$ cat config.mk
export PLATFORM = sky130hd
export DESIGN_NAME = cofi_ctrl
export DESIGN_NICKNAME = d
export VERILOG_FILES = /design/src/rtl/cofi_pkg.sv /design/src/rtl/cofi_raster_meas.sv /design/src/rtl/cofi_ctrl.sv
export SDC_FILE = /design/constraint.sdc
export NUM_CORES = 1
export LEC_CHECK = 0
export ABC_AREA = 1
export CAP_MARGIN = 20
export CELL_PAD_IN_SITES_DETAIL_PLACEMENT = 1
export CELL_PAD_IN_SITES_GLOBAL_PLACEMENT = 1
export CORE_ASPECT_RATIO = 1.4
export CORE_MARGIN = 4
export CORE_UTILIZATION = 40
export CTS_BUF_LIST = sky130_fd_sc_hd__clkbuf_4 sky130_fd_sc_hd__clkbuf_8
export CTS_CLUSTER_DIAMETER = 80
export CTS_CLUSTER_SIZE = 12
export DETAILED_ROUTE_END_ITERATION = 10
export PLACE_DENSITY_LB_ADDON = 0.05
export SLEW_MARGIN = 5
export SYNTH_ARGS = -nofsm -noshare
export SYNTH_HDL_FRONTEND = slang
export SYNTH_HIERARCHICAL = 1
export SYNTH_SLANG_ARGS = --single-unit
$ cat constraint.sdc
create_clock -name clk -period 2.55 [get_ports clk]
set_clock_uncertainty 0.15 [all_clocks]
set_input_delay 0.51 -clock clk [delete_from_list [all_inputs] [get_ports clk]]
set_output_delay 0.51 -clock clk [all_outputs]
set_load 0.03 [all_outputs]
$ cat src/rtl/cofi_pkg.sv
// cofi_pkg: shared mode and lock-state encodings for the cofi controller.
package cofi_pkg;
  typedef enum logic [1:0] {OFF = 2'b00, ON = 2'b01, AUTO = 2'b10, RSVD = 2'b11} cofi_mode_t;
  typedef enum logic {UNLOCKED = 1'b0, LOCKED = 1'b1} cofi_state_t;
endpackage

$ cat src/rtl/cofi_raster_meas.sv
// cofi_raster_meas: measures active width/height per frame and flags inconsistent frames.
module cofi_raster_meas #(
  parameter int HCNT_W = 12,
  parameter int VCNT_W = 10
) (
  input  logic              clk,
  input  logic              reset_n,
  input  logic              pix_ce,
  input  logic              hblank,
  input  logic              vblank,
  output logic              frame_end,
  output logic              frame_valid,
  output logic [HCNT_W-1:0] frame_h,
  output logic [VCNT_W-1:0] frame_v
);
  logic              hblank_q, vblank_q, bad, bad_nxt;
  logic              pix_inc, pix_sat, line_end, line_sat, w_mis;
  logic [HCNT_W-1:0] pix_cnt, ref_w;
  logic [VCNT_W-1:0] line_cnt;
  // frame_h/frame_v already include a line end landing on the vblank-rise cycle
  always_comb begin
    pix_inc     = pix_ce && !hblank && !vblank;
    pix_sat     = pix_inc && &pix_cnt;
    line_end    = pix_ce && hblank && !hblank_q && !vblank_q && |pix_cnt;
    line_sat    = line_end && &line_cnt;
    w_mis       = line_end && |line_cnt && pix_cnt != ref_w;
    frame_v     = (line_end && !line_sat) ? line_cnt + 1'b1 : line_cnt;
    frame_h     = (line_end && line_cnt == '0) ? pix_cnt : ref_w;
    bad_nxt     = bad || pix_sat || line_sat || w_mis;
    frame_end   = pix_ce && vblank && !vblank_q;
    frame_valid = |frame_v && !bad_nxt;
  end
  always_ff @(posedge clk or negedge reset_n)
    if (!reset_n) begin
      hblank_q <= 1'b0;
      vblank_q <= 1'b0;
      pix_cnt  <= '0;
      line_cnt <= '0;
      ref_w    <= '0;
      bad      <= 1'b0;
    end else if (pix_ce) begin
      hblank_q <= hblank;
      vblank_q <= vblank;
      pix_cnt  <= (frame_end || line_end) ? '0 : (pix_inc && !pix_sat) ? pix_cnt + 1'b1 : pix_cnt;
      line_cnt <= frame_end ? '0 : frame_v;
      ref_w    <= frame_end ? '0 : frame_h;
      bad      <= !frame_end && bad_nxt;
    end
endmodule

$ cat src/rtl/cofi_ctrl.sv
// cofi_ctrl: raster lock detection and frame-synchronous blend enable.
module cofi_ctrl
  import cofi_pkg::*;
#(
  parameter int HCNT_W      = 12,
  parameter int VCNT_W      = 10,
  parameter int LOCK_FRAMES = 4,
  parameter int AUTO_HMAX   = 320
) (
  input  logic              clk,
  input  logic              reset_n,
  input  logic              pix_ce,
  input  logic              hblank,
  input  logic              vblank,
  input  logic [1:0]        mode,
  output logic              cofi_enable,
  output logic              locked,
  output logic [HCNT_W-1:0] h_active,
  output logic [VCNT_W-1:0] v_active,
  output logic              frame_pulse
);
  localparam int SW = $clog2(LOCK_FRAMES);
  localparam logic [SW-1:0] SMAX = SW'(LOCK_FRAMES - 1);
  localparam logic [HCNT_W-1:0] HMAX = HCNT_W'(AUTO_HMAX);
  logic              frame_end, frame_valid, match, target;
  logic [HCNT_W-1:0] frame_h, h_nxt;
  logic [VCNT_W-1:0] frame_v, v_nxt;
  logic [SW-1:0]     stable_cnt, stable_nxt;
  cofi_state_t       state, state_nxt;
  cofi_mode_t        mode_e;
  cofi_raster_meas #(.HCNT_W(HCNT_W), .VCNT_W(VCNT_W)) u_meas (
    .clk        (clk),
    .reset_n    (reset_n),
    .pix_ce     (pix_ce),
    .hblank     (hblank),
    .vblank     (vblank),
    .frame_end  (frame_end),
    .frame_valid(frame_valid),
    .frame_h    (frame_h),
    .frame_v    (frame_v)
  );
  // target is judged on the lock state and width this frame end is about to commit
  always_comb begin
    mode_e     = cofi_mode_t'(mode);
    match      = frame_valid && frame_h == h_active && frame_v == v_active;
    stable_nxt = !match ? '0 : (stable_cnt == SMAX) ? stable_cnt : stable_cnt + 1'b1;
    state_nxt  = !frame_end ? state : (match && stable_nxt == SMAX) ? LOCKED : UNLOCKED;
    h_nxt      = (frame_valid && !match) ? frame_h : h_active;
    v_nxt      = (frame_valid && !match) ? frame_v : v_active;
    target     = mode_e == ON || (mode_e == AUTO && state_nxt == LOCKED && h_nxt <= HMAX);
  end
  always_ff @(posedge clk or negedge reset_n)
    if (!reset_n) state <= UNLOCKED;
    else          state <= state_nxt;
  always_ff @(posedge clk or negedge reset_n)
    if (!reset_n) begin
      stable_cnt  <= '0;
      h_active    <= '0;
      v_active    <= '0;
      cofi_enable <= 1'b0;
      frame_pulse <= 1'b0;
    end else begin
      frame_pulse <= frame_end;
      if (frame_end) begin
        stable_cnt  <= stable_nxt;
        h_active    <= h_nxt;
        v_active    <= v_nxt;
        cofi_enable <= target;
      end
    end
  assign locked = state == LOCKED;
endmodule

==> results of run 1 <==
-- final cells by class --
type	count	area [um2]	area share
sequential	64	1600	0.242
multi-input combinational	450	2580	0.390
clock buffer	12	159	0.0240
tap	141	176	0.0267
timing repair buffer	181	1620	0.245
clock inverter	3	65.1	0.00983
inverter	108	408	0.0616
-- worst max-delay path by stage --
stage                     slack [ns]           end  cells past startpoint          startpoint
after CTS                      -0.43   h_active[8]                     22  u_meas/line_cnt[0]
final                          -0.56   h_active[2]                     21  u_meas/line_cnt[0]
after global routing           -0.75   h_active[2]                     22   u_meas/pix_cnt[0]
after global placement         -0.87   h_active[5]                     20              hblank
after floorplan                -0.14  h_active[10]                     18              hblank
after detailed placement       -0.98   h_active[4]                     18              hblank
-- Yosys cell counts, drive strengths merged --
library cell	number	area, um2
inv	107	402
nand3	23	145
clkbuf	4	15.0
o31ai	2	15.0
o21ai	23	160
o31a	1	10.0
buf	15	115
dfrtp	64	1600
xor2	16	140
a31oi	2	12.5
nor3b	1	7.51
nor4	3	18.8
clkinv	1	3.75
nand2	214	843
nor2	83	379
a211oi	1	12.5
and2	1	6.26
nor3	7	46.3
a31o	1	8.76
xnor2	9	78.8
a21oi	19	106
nand3b	1	11.3
nand4	34	228
or2	1	6.26
ha	4	50.1
o21a	1	7.51
-- critical path, cell delays in order (launching register included) --
cell and delay [ns]:
dfrtp_2 0.46, ha_4 0.18, nand3_2 0.09, inv_2 0.06
nand3b_4 0.09, nand3_4 0.12, buf_6 0.18, inv_1 0.09
nand2_1 0.09, nand2_2 0.09, buf_4 0.14, inv_1 0.06
nand2_1 0.10, nand2_1 0.08, nor2_1 0.14, nand2_1 0.11
nor2_4 0.13, nand3_4 0.13, buf_6 0.16, buf_16 0.14
nand4_1 0.10, nand2_1 0.08
-- timing repair --
item,in CTS,in global routing
cloned,5,3
endpoints found under the setup margin,26,26
gates resized for setup,32,37
hold buffers,0,0
setup buffers,12,8
pin swaps,15,42
-- per-layer routing --
metal  up-vias  part of all wire
li1       2336                 -
met1      2447              0.38
met2       115              0.55
met3        43             0.032
met4         0             0.040
met5         -                 0
-- state kept, by name, summed over array words and instances, names as in the netlist, 2 cells and up --
signal,cells
u_meas/ref_w,12
h_active,12
u_meas/pix_cnt,12
v_active,10
u_meas/line_cnt,10
stable_cnt,2
-- per-stage QoR --
stage	std cells	cell area [um2]	hold slack [ns]	setup WS, ns	TNS (ns)
after floorplan	638	4510	0.0644	-0.137	-2.65
after global placement	917	5870	0.332	-0.866	-21.87
after detailed placement	917	5870	0.335	-0.975	-24.72
after CTS	949	6380	0.0150	-0.434	-10.27
after global routing	959	6620	0.0287	-0.751	-17.79
final	959	6620	0.0123	-0.558	-12.76
-- power by group through the flow --
stage          Combinational, W  Clock [W]  Sequential [W]
2_1_floorplan           0.00175          0         0.00170
3_3_place_gp            0.00326          0         0.00150
3_5_place_dp            0.00337          0         0.00152
4_1_cts                 0.00365    0.00107         0.00151
5_1_grt                 0.00437    0.00112         0.00157
6_report                0.00404    0.00104         0.00153
-- logic make-up after synthesis --
logic type,synth area share
AND/OR/NAND/NOR,0.382
buffers and inverters,0.121
flip-flops,0.361
AO/OA/AOI/OAI,0.0751
XOR/XNOR,0.0494
adder cells (fa/ha/maj),0.0113
==> flow_summary.json, run 1 <==
{
  "rrSetupSlack_ns": -0.56,
  "clk_pin_slew_worst_paths_ns": 0.08,
  "worst-path-max-fanout": 7,
  "ys_types": 40,
  "cellLeakagePower_nw": 3.48,
  "final_util": 0.609,
  "cts_buffers": 9,
  "p_per_area_mw_per_mm2": 998,
  "core_mm2": 0.0109,
  "cts_tree": "yes",
  "ys_seq_area_frac": 0.361,
  "power.switching_w": 0.00308,
  "drc": 0,
  "nets": 825,
  "worst_slack_ns": -0.558,
  "reg2reg_to": "h_active[2]",
  "grt_pass1_vias": 5223,
  "use_met3": 0.0390,
  "finalCriticalPeriod_ns": 3.11,
  "routed_wl_um": 17800,
  "p_comb_frac": 0.611,
  "ir_drop_mv": 0.738,
  "power.total_w": 0.00661,
  "drtAntennaViolNets": 0,
  "die_w_um": 96.9,
  "grt_pass1_wl_um": 26800,
  "port_buffers": 31,
  "ys_ff_latch": 64,
  "final_cell_mix": "nand2_1, buf_4, inv_1, dfrtp_1, nor2_1",
  "grtUsageMet1": 0.297,
  "critPathKind": "register to register",
  "wl_per_cell_um": 18.6,
  "rsz0062_at_grt": "true",
  "grt_start_max_net_pins": 65,
  "violations": "setup timing",
  "netlist_area_mm2": 0.00443,
  "dp_hpwl_um": 11100,
  "drt_iter0_markers": 230,
  "slew-limit-headroom": 0.729,
  "max_freq_mhz": 322,
  "top_usage_layer": "met2",
  "p_seq_frac": 0.232,
  "start_util": 0.408,
  "tightest_slew_ns": 0.406,
  "layout_commonest_cell": "nand2_1",
  "numClockSinks": 64,
  "setup_viol": 26,
  "hp-class": "input port to async pin",
  "critPathArrivalTime_ns": 3.19,
  "rows": 45,
  "ys_warn_count": 6,
  "p_sw_frac": 0.467,
  "crit_path_end_kind": "register",
  "final-max-slew-violation-count": 0,
  "worstSkewPairLatency_ns": 0.36,
  "met2_usage": 0.492,
  "hold_violations": 0,
  "gp_congestion": 0.881,
  "clkPwrFrac": 0.157,
  "syn_avg_cell_area_um2": 6.94,
  "synthCells": 638,
  "startpoint_type": "register",
  "drtPass1Iterations": 4,
  "cts_htree_levels": 3,
  "cts_root_buffer": "clkbuf_8",
  "drive_gt1_frac": 0.355,
  "vias_per_cell": 5.15,
  "nFillCells": 1363,
  "die_h_um": 133,
  "r2r-start": "u_meas/line_cnt[0]",
  "gr-total-overflow": 0,
  "power.internal_w": 0.00352,
  "areaGrowthSynthToFinish_pct": 49.3,
  "maxCapViolCount": 0,
  "antenna_found_initial": 0,
  "diodes": 0,
  "num_io_pins": 32,
  "run_status": "finished, violations left",
  "rr_worst_depth": 21,
  "period_share": 1.22,
  "vias": 4941,
  "track_usage": 0.263,
  "die-area_mm2": 0.0128,
  "cts_buffer_depth": 2,
  "crit_required_ns": 2.64,
  "synth_nets": 649
}
(Power assumes the default switching activity.)
==> run 2: changes to the inputs <==
Settings changed: CORE_MARGIN 4 to 2.
==> run 2 against run 1 <==
  * The run still ends with setup timing left
  * Count of clock-buffer cells in the layout decreased by 1
  * Flip-flop and latch count did not move
  * Core utilization decreased by 2.9 points
  * Largest power group unchanged
  * Combinational power is 9.2% lower
  * Register-to-register slack improved by 0.11 ns
  * Routed wire length is 7.0% lower
==> flow_summary.json, run 2 (synthesized netlist as in run 1, its figures left out) <==
{
  "cellLeakagePower_nw": 3.33,
  "grt_pass1_vias": 5085,
  "rrSetupSlack_ns": -0.45,
  "grt_start_max_net_pins": 46,
  "placed_cell_area_mm2": 0.00576,
  "dp_hpwl_um": 11100,
  "final-max-slew-violation-count": 0,
  "setup_viol": 26,
  "numClockSinks": 64,
  "finalCriticalPeriod_ns": 3.00,
  "run_status": "finished, violations left",
  "p_per_area_mw_per_mm2": 972,
  "hp-class": "input port to register",
  "gr-total-overflow": 0,
  "reg_top3": "h_active x12, u_meas/pix_cnt x12, u_meas/ref_w x12",
  "layout_commonest_cell": "nand2_1",
  "tightest_slew_ns": 0.557,
  "r2r-start": "u_meas/line_cnt[0]",
  "start_util": 0.410,
  "slew-limit-headroom": 0.628,
  "vias_per_cell": 5.13,
  "die_w_um": 92.9,
  "layout.cells.non_filler": 938,
  "hp-start": "pix_ce",
  "violations": "setup timing",
  "maxCapViolCount": 0,
  "cts_buffer_depth": 2,
  "worstSkewPairLatency_ns": 0.35,
  "grt_pass1_wl_um": 25000,
  "track_usage": 0.268,
  "die-area_mm2": 0.0119,
  "port_buffers": 31,
  "worst-path-max-fanout": 12,
  "period_share": 1.18,
  "nFillCells": 1428,
  "drt_iter0_markers": 161,
  "die_h_um": 129,
  "rsz0062_at_grt": "true",
  "worst_slack_ns": -0.450,
  "cts_buffers": 9,
  "final_cell_mix": "nand2_1, buf_4, inv_1, dfrtp_1, nor2_1",
  "cts_root_buffer": "clkbuf_8",
  "vias": 4814,
  "startpoint": "u_meas/line_cnt[0]",
  "clk_pin_slew_worst_paths_ns": 0.07,
  "hold_violations": 0,
  "post-place-cells": 905,
  "core_mm2": 0.0108,
  "drtPass1Iterations": 4,
  "diodes": 0,
  "areaGrowthSynthToFinish_pct": 41.6,
  "routed_wl_um": 16500,
  "design_area_mm2": 0.00627,
  "ir_drop_mv": 0.615,
  "cts_tree": "yes",
  "crit_required_ns": 2.64,
  "crit_path_end_kind": "register",
  "max_freq_mhz": 333,
  "critPathKind": "register to register",
  "drive_gt1_frac": 0.326,
  "nets": 804,
  "num_io_pins": 32,
  "gp_congestion": 0.863,
  "drtAntennaViolNets": 0,
  "antenna_found_initial": 0,
  "power.total_w": 0.00610,
  "startpoint_type": "register",
  "cts_htree_levels": 3,
  "drc": 0,
  "critPathArrivalTime_ns": 3.09,
  "final_util": 0.580,
  "wl_per_cell_um": 17.6,
  "rows": 45
}
run 2: cell types whose count changed in the layout (fill, tap and decap cells not counted), moves of 2 or more:
cell      previous run  this run
buf_4              132       117
inv_1               82        87
buf_6                7         3
inv_2               24        20
a21oi_4              3         1
buf_16               2         0
buf_8                0         2
clkbuf_2             0         2
clkinv_2             1         3
ha_4                 3         1
nand2_1            183       185
nand2_4              4         2
nand3_4              6         4
run 2: power by group:
group | switching [W] | leakage (nW) | internal (W)
Sequential | 0.000276 | 0.863 | 0.00124
Clock | 0.000425 | 0.102 | 0.000479
Combinational | 0.00216 | 2.36 | 0.00152
Total | 0.00286 | 3.33 | 0.00324
run 2: routing by layer:
layer | vias up | GRT usage | wire, um | part of all wire
li1 | 2283 | - | - | -
met1 | 2376 | 0.313 | 6450 | 0.39
met2 | 113 | 0.486 | 8860 | 0.54
met3 | 42 | 0.0316 | 587 | 0.035
met4 | 0 | 0.122 | 655 | 0.040
met5 | - | 0 | 0 | 0
run 2: timing repair:
action / CTS / global route
pin swaps: 3 / 15
setup buffers: 6 / 9
gates cloned: 1 / 3
hold buffers: 1 / 0
endpoints found under the hold margin: 14 / 0
endpoints found under the setup margin: 26 / 26
resized for setup: 17 / 38
run 2: layout make-up:
cell class	instances	area, um2	area share
Inverter	108	405	0.0646
Clock buffer	11	145	0.0231
Sequential cell	64	1600	0.255
Multi-Input combinational cell	449	2500	0.399
Timing Repair Buffer	161	1400	0.223
Tap cell	141	176	0.0281
Clock inverter	4	45.0	0.00718
run 2: stage by stage:
stage | hold WS [ns] | setup WS (ns) | setup TNS, ns
after floorplan | 0.0644 | -0.137 | -2.65
after global placement | 0.336 | -0.882 | -22.29
after detailed placement | 0.343 | -0.993 | -24.65
after CTS | 0.375 | -0.323 | -7.52
after global routing | 0.327 | -0.643 | -15.43
final | 0.313 | -0.450 | -10.88
run 2: worst max-delay path, cell delays in order (launching register included):
cell and delay [ns]:
dfrtp_1 0.41, inv_2 0.10, ha_4 0.15, nand2_2 0.06, nor3_2 0.16, buf_4 0.13, nand4_4 0.10, buf_12 0.16
buf_12 0.14, buf_6 0.11, o21ai_4 0.15, inv_2 0.08, xnor2_2 0.20, nand3_1 0.11, nor2_2 0.14, nand3_4 0.18
buf_8 0.20, nand4_1 0.08, nand2_1 0.06
run 2: path summary, 6_finish.rpt:
kind / cells after the start / to
min in group asynchronous: 2 / u_meas/line_cnt[8]
worst min register to register: 2 / locked
worst max register to register: 18 / h_active[9]
worst max-delay path: 18 / h_active[9]
worst min-delay path: 3 / u_meas/hblank_q
max in group asynchronous: 3 / u_meas/pix_cnt[5]
==> run 3: changes to the inputs <==
Settings changed: SLEW_MARGIN 5 to unset.
==> results of run 3 <==
The final DEF is identical to that of run 2; final timing and power are the same.
